--- config.mk ---
export PLATFORM = sky130hd
export DESIGN_NAME = finder_bounds
export DESIGN_NICKNAME = d
export VERILOG_FILES = /design/src/rtl/finder_pkg.sv /design/src/rtl/run_scanner.sv /design/src/rtl/finder_bounds.sv
export SDC_FILE = /design/constraint.sdc
export NUM_CORES = 2
export LEC_CHECK = 0
export CAP_MARGIN = 30
export CORE_AREA = 2 2 409 411
export CTS_BUF_LIST = sky130_fd_sc_hd__clkbuf_4 sky130_fd_sc_hd__clkbuf_8
export DETAILED_ROUTE_END_ITERATION = 10
export DIE_AREA = 0 0 411 413
export GPL_ROUTABILITY_DRIVEN = 0
export GPL_TIMING_DRIVEN = 0
export SLEW_MARGIN = 20
export SYNTH_ARGS = -nofsm -noshare
export SYNTH_HDL_FRONTEND = slang
export SYNTH_SLANG_ARGS = --single-unit
--- constraint.sdc ---
create_clock -name clk_in -period 10.8 [get_ports clk_in]
set_clock_uncertainty 0.2 [all_clocks]
set_input_delay 1.62 -clock clk_in [delete_from_list [all_inputs] [get_ports clk_in]]
set_output_delay 1.62 -clock clk_in [all_outputs]
set_load 0.03 [all_outputs]
--- src/rtl/finder_pkg.sv ---
// Shared types and default sizing for the finder-pattern bounds scanner.
package finder_pkg;

    typedef enum logic [1:0] {
        IDLE,
        SCAN,
        DONE
    } state_t;

    localparam int DEF_N_LINES  = 480;
    localparam int DEF_MAX_RUNS = 3;
    localparam int DEF_MIN_RUN  = 4;

endpackage

--- src/rtl/run_scanner.sv ---
// One axis of the bounds finder: tracks runs of set flags one line per step
// and accumulates bounds, centres, run count and overflow.
module run_scanner
    import finder_pkg::*;
#(
    parameter int N_LINES  = DEF_N_LINES,
    parameter int IDX_W    = $clog2(N_LINES),
    parameter int MAX_RUNS = DEF_MAX_RUNS,
    parameter int MIN_RUN  = DEF_MIN_RUN,
    localparam int CNT_W   = $clog2(MAX_RUNS + 1)
) (
    input  logic                           clk,
    input  logic                           rst,
    input  logic                           clear,
    input  logic                           step,
    input  logic                           line_bit,
    input  logic [IDX_W-1:0]               idx,
    input  logic                           last,
    output logic [1:0][IDX_W-1:0]          bound,
    output logic [MAX_RUNS-1:0][IDX_W-1:0] centre,
    output logic [CNT_W-1:0]               count,
    output logic                           overflow
);

    logic             run_open;
    logic [IDX_W-1:0] run_start;
    logic             close_run;
    logic             accept;
    logic [IDX_W-1:0] seg_start;
    logic [IDX_W-1:0] seg_end;
    logic [IDX_W:0]   seg_len;
    logic [IDX_W:0]   seg_sum;

    // A set bit on the final line closes whatever is open, or a 1-line run.
    always_comb begin
        close_run = 1'b0;
        seg_start = run_start;
        seg_end   = idx;
        if (step) begin
            if (line_bit && last) begin
                close_run = 1'b1;
                seg_start = run_open ? run_start : idx;
            end else if (!line_bit && run_open) begin
                close_run = 1'b1;
                seg_end   = idx - IDX_W'(1);
            end
        end
        seg_len = {1'b0, seg_end} - {1'b0, seg_start} + (IDX_W + 1)'(1);
        seg_sum = {1'b0, seg_start} + {1'b0, seg_end};
        accept  = close_run && (seg_len >= (IDX_W + 1)'(MIN_RUN));
    end

    always_ff @(posedge clk) begin
        if (rst || clear) begin
            run_open  <= 1'b0;
            run_start <= '0;
            bound     <= '0;
            centre    <= '0;
            count     <= '0;
            overflow  <= 1'b0;
        end else if (step) begin
            if (line_bit && !run_open && !last) begin
                run_open  <= 1'b1;
                run_start <= idx;
            end else if (close_run) begin
                run_open  <= 1'b0;
            end
            if (accept) begin
                if (count == '0) begin
                    bound[0] <= seg_start;
                end
                bound[1] <= seg_end;
                if (count < CNT_W'(MAX_RUNS)) begin
                    centre[count] <= seg_sum[IDX_W:1];
                    count         <= count + CNT_W'(1);
                end else begin
                    overflow <= 1'b1;
                end
            end
        end
    end

endmodule

--- src/rtl/finder_bounds.sv ---
// Finds run bounds and centres on both axes of the finder-pattern flags,
// scanning one line per cycle from a snapshot taken at start.
module finder_bounds
    import finder_pkg::*;
#(
    parameter int N_LINES  = DEF_N_LINES,
    parameter int IDX_W    = $clog2(N_LINES),
    parameter int MAX_RUNS = DEF_MAX_RUNS,
    parameter int MIN_RUN  = DEF_MIN_RUN,
    localparam int CNT_W   = $clog2(MAX_RUNS + 1)
) (
    input  logic                           clk_in,
    input  logic                           rst_in,
    input  logic [N_LINES-1:0]             horz_patterns,
    input  logic [N_LINES-1:0]             vert_patterns,
    input  logic                           start_bound,
    output logic                           busy,
    output logic                           valid_bound,
    output logic [1:0][IDX_W-1:0]          bound_x,
    output logic [1:0][IDX_W-1:0]          bound_y,
    output logic [MAX_RUNS-1:0][IDX_W-1:0] centre_x,
    output logic [MAX_RUNS-1:0][IDX_W-1:0] centre_y,
    output logic [CNT_W-1:0]               count_x,
    output logic [CNT_W-1:0]               count_y,
    output logic                           overflow_x,
    output logic                           overflow_y
);

    state_t               state;
    state_t               next;
    logic [IDX_W-1:0]     idx;
    logic [N_LINES-1:0]   horz_snap;
    logic [N_LINES-1:0]   vert_snap;
    logic                 last;
    logic                 accept_start;

    logic [1:0][IDX_W-1:0]          wx_bound, wy_bound, hx_bound, hy_bound;
    logic [MAX_RUNS-1:0][IDX_W-1:0] wx_centre, wy_centre, hx_centre, hy_centre;
    logic [CNT_W-1:0]               wx_count, wy_count, hx_count, hy_count;
    logic                           wx_ovf, wy_ovf, hx_ovf, hy_ovf;

    assign last         = (idx == IDX_W'(N_LINES - 1));
    assign accept_start = (state == IDLE) && start_bound;
    assign busy         = (state == SCAN);
    assign valid_bound  = (state == DONE);

    always_ff @(posedge clk_in) begin
        if (rst_in) begin
            state <= IDLE;
        end else begin
            state <= next;
        end
    end

    always_comb begin
        next = state;
        unique case (state)
            IDLE:    if (start_bound) next = SCAN;
            SCAN:    if (last) next = DONE;
            DONE:    next = IDLE;
            default: next = IDLE;
        endcase
    end

    always_ff @(posedge clk_in) begin
        if (rst_in) begin
            idx       <= '0;
            horz_snap <= '0;
            vert_snap <= '0;
        end else if (accept_start) begin
            idx       <= '0;
            horz_snap <= horz_patterns;
            vert_snap <= vert_patterns;
        end else if (busy && !last) begin
            idx <= idx + IDX_W'(1);
        end
    end

    run_scanner #(
        .N_LINES (N_LINES),
        .IDX_W   (IDX_W),
        .MAX_RUNS(MAX_RUNS),
        .MIN_RUN (MIN_RUN)
    ) u_scan_x (
        .clk     (clk_in),
        .rst     (rst_in),
        .clear   (accept_start),
        .step    (busy),
        .line_bit(vert_snap[idx]),
        .idx     (idx),
        .last    (last),
        .bound   (wx_bound),
        .centre  (wx_centre),
        .count   (wx_count),
        .overflow(wx_ovf)
    );

    run_scanner #(
        .N_LINES (N_LINES),
        .IDX_W   (IDX_W),
        .MAX_RUNS(MAX_RUNS),
        .MIN_RUN (MIN_RUN)
    ) u_scan_y (
        .clk     (clk_in),
        .rst     (rst_in),
        .clear   (accept_start),
        .step    (busy),
        .line_bit(horz_snap[idx]),
        .idx     (idx),
        .last    (last),
        .bound   (wy_bound),
        .centre  (wy_centre),
        .count   (wy_count),
        .overflow(wy_ovf)
    );

    // Held copies keep the last result visible while a new scan runs.
    always_ff @(posedge clk_in) begin
        if (rst_in) begin
            hx_bound  <= '0;
            hy_bound  <= '0;
            hx_centre <= '0;
            hy_centre <= '0;
            hx_count  <= '0;
            hy_count  <= '0;
            hx_ovf    <= 1'b0;
            hy_ovf    <= 1'b0;
        end else if (valid_bound) begin
            hx_bound  <= wx_bound;
            hy_bound  <= wy_bound;
            hx_centre <= wx_centre;
            hy_centre <= wy_centre;
            hx_count  <= wx_count;
            hy_count  <= wy_count;
            hx_ovf    <= wx_ovf;
            hy_ovf    <= wy_ovf;
        end
    end

    // During DONE the fresh results are shown directly so they align with valid_bound.
    always_comb begin
        bound_x    = hx_bound;
        bound_y    = hy_bound;
        centre_x   = hx_centre;
        centre_y   = hy_centre;
        count_x    = hx_count;
        count_y    = hy_count;
        overflow_x = hx_ovf;
        overflow_y = hy_ovf;
        if (valid_bound) begin
            bound_x    = wx_bound;
            bound_y    = wy_bound;
            centre_x   = wx_centre;
            centre_y   = wy_centre;
            count_x    = wx_count;
            count_y    = wy_count;
            overflow_x = wx_ovf;
            overflow_y = wy_ovf;
        end
    end

endmodule

==> results.ini <==
[outcome]
status=finished clean

[setup_path]
crit_required_ns=11.46
crit_path_max_fanout=10
r2r_setup_slack_ns=2.14
arrival_ns=9.32
timing.rr.start=idx[0]
start_kind=flop
slowest_delay_ns=0.81
slowest_stage=a2111oi_0
end_kind=flop
startpoint=idx[0]
critical_path_class=reg2reg

[timing]
rsz0062_at_grt=false
max_slew.worst_pin.slew_ns=1.067
finalHoldViolations=0
slew_headroom_pct=28.89
fin_crit_sh_pct=80.21
slew_violations=0
setup_violations=0
period_needed_ns=8.662
fin_setup_tns_ns=0
fin_ws_ns=2.138
timing.fmax_ghz=0.1154

[logic_synthesis]
synth_area_leader_cell=dfxtp_1
synthMostInstantiatedCell=nand2_1
syn_avg_cell_area_um2=8.348
synth.top_cell.area_share_pct=45.62
yosys_warnings=0
syn_inst=6219
yosys-top-cells-count=2,368 x nand2_1, 1,183 x dfxtp_1, 1,023 x a21oi_1
synth_seq_area_share_pct=45.62
synth_ff_type=dfxtp_1
synthTopCellsByArea=dfxtp_1 46%, nand2_1 17%, a21oi_1 9.9%
ys_types=85
ys_seq_elements=1183
synth-edff-count=0
netlist_area_um2=51920
async_flop_share_pct=0
syn-num-nets=7248

[placed_design]
place_area_um2=65510
place_ws_ns=2.288
dp_hpwl_mm=222.2
io_buffers=1059

[drt]
ant_nets=0
wl_per_cell_um=27.90
finalWirelength_mm=276.6
drc_errors=0
vias_per_cell=5.223
first_iter_violations=5049
drtPass1Iterations=6
dr_total_vias=51780

[cells_and_area]
drive_above_1_share_pct=9.511
nets=8529
syn_to_final_growth_pct=35.14
fin_util_pct=42.29
final_area_um2=70160

[pwr]
p_leak_nw=26.26
powerDensity_nw_per_um2=151.3
total_power_mw=10.62
ir_drop_uv=129.4

[clocking]
cts_max_level=4
cts-resized-gates=0
cts_tree=built
postCtsSetupBuffers=0
clockBufferDepth=3
cts_sinks=1183
clock_latency_ns=0.99
root_buffer=clkbuf_8
ctsHoldBuffers=0
path_clk_slew_ns=0.06
numCtsBuffers=201

[global_routing]
antenna_found_initial=75
track_usage_pct=31.36
grt_pass1_wl_mm=372.6
grt_start_max_net_pins=18
grt_pass1_vias=50630
gr-total-overflow=0

[hold_path]
hp-class=reg2reg
min_from=horz_snap[287]

[floorplan]
rows=150
die_x_um=411
die-area_um2=169700
start_util_pct=31.29
fp.dieH_um=413
num_io_pins=1061
core_region_area_um2=165900

[flow_run]
cap_violations=0

[cell families after synthesis]
| group | count (synthesis) | share of synthesized area (%) |
|---|---|---|
| flip-flops | 1183 | 45.62 |
| adder cells (fa/ha/maj) | 66 | 1.648 |
| AND/OR/NAND/NOR | 2696 | 20.66 |
| XOR/XNOR | 39 | 0.6579 |
| multiplexers | 404 | 12.71 |
| buffers and inverters | 552 | 4.863 |
| AO/OA/AOI/OAI | 1279 | 13.85 |
[layer usage]
layer | up-vias | global-route usage (%) | wire length, um
met5 | - | 0 | 286
met4 | 44 | 17.22 | 16170
met3 | 647 | 8.046 | 23980
met2 | 2562 | 50.43 | 126100
met1 | 24950 | 38.28 | 110100
li1 | 23580 | - | -
[per-stage QoR]
stage / hold slack [ns] / instances
after floorplan: 0.2315 / 6219
after global placement: 0.2382 / 9482
after detailed placement: 0.2424 / 9497
after CTS: 0.2505 / 9865
after global routing: 0.2648 / 9900
final: 0.2510 / 9913
[area by class of cell]
class / instances / area (um^2)
clock inverter: 50 / 548.0
timing repair buffer: 1078 / 10870
multi-input combinational: 4484 / 25710
clock buffer: 318 / 3939
buffer: 487 / 2301
tap: 2204 / 2758
inverter: 65 / 244.0
antenna: 44 / 110.1
sequential: 1183 / 23680
fill: 16800 / 95750
[cells in the final DEF (no fill, tap or decap), types with 16 or more instances in the layout]
master,netlist,routed
a211oi_1,16,16
a21oi_1,1023,1023
a22oi_1,68,68
buf_1,35,33
buf_2,24,26
buf_4,23,24
buf_6,30,39
clkbuf_1,366,352
clkbuf_4,0,70
clkbuf_8,0,248
clkdlybuf4s50_1,0,1059
clkinv_2,0,26
dfxtp_1,1183,1183
diode_2,0,44
ha_1,62,62
inv_1,60,60
mux2i_1,191,191
mux4_2,195,195
nand2_1,2368,2368
nand2b_1,17,17
nand3_1,27,27
nor2_1,78,77
nor2b_1,114,114
nor3_1,18,18
o21ai_0,23,23
xnor2_1,24,24
[where the power goes]
group | internal (mW) | switching (mW) | total (mW)
combinational | 0.609 | 0.803 | 1.41
clock | 2.47 | 2.03 | 4.50
sequential | 4.58 | 0.123 | 4.71
[critical path: cells and delay by family (launching register included)]
| kind | cells | cell delay, ns |
|---|---|---|
| adder cells (fa/ha/maj) | 3 | 1.02 |
| AO/OA/AOI/OAI | 8 | 2.35 |
| flip-flops | 1 | 0.35 |
| AND/OR/NAND/NOR | 5 | 1.01 |
| buffers and inverters | 7 | 2.90 |
| multiplexers | 2 | 0.67 |
[path summary, 6_finish.rpt]
path                       end  cells after the start
max reg2reg  u_scan_y.bound[4]                     25
max          u_scan_y.bound[4]                     25
min reg2reg     horz_snap[287]                      2
min             horz_snap[287]                      2
[registers in the layout (all words and copies together), names as in the netlist, 2 cells and up]
name                count
hy_bound               18
horz_snap             480
vert_snap             480
u_scan_y.run_start      9
hx_count                2
u_scan_y.count          2
hx_bound               18
state                   2
u_scan_y.centre        27
u_scan_x.bound         18
hx_centre              27
u_scan_y.bound         18
u_scan_x.count          2
idx                     9
hy_count                2
hy_centre              27
u_scan_x.run_start      9
u_scan_x.centre        27
No activity file was read; power rests on OpenSTA's default activity.
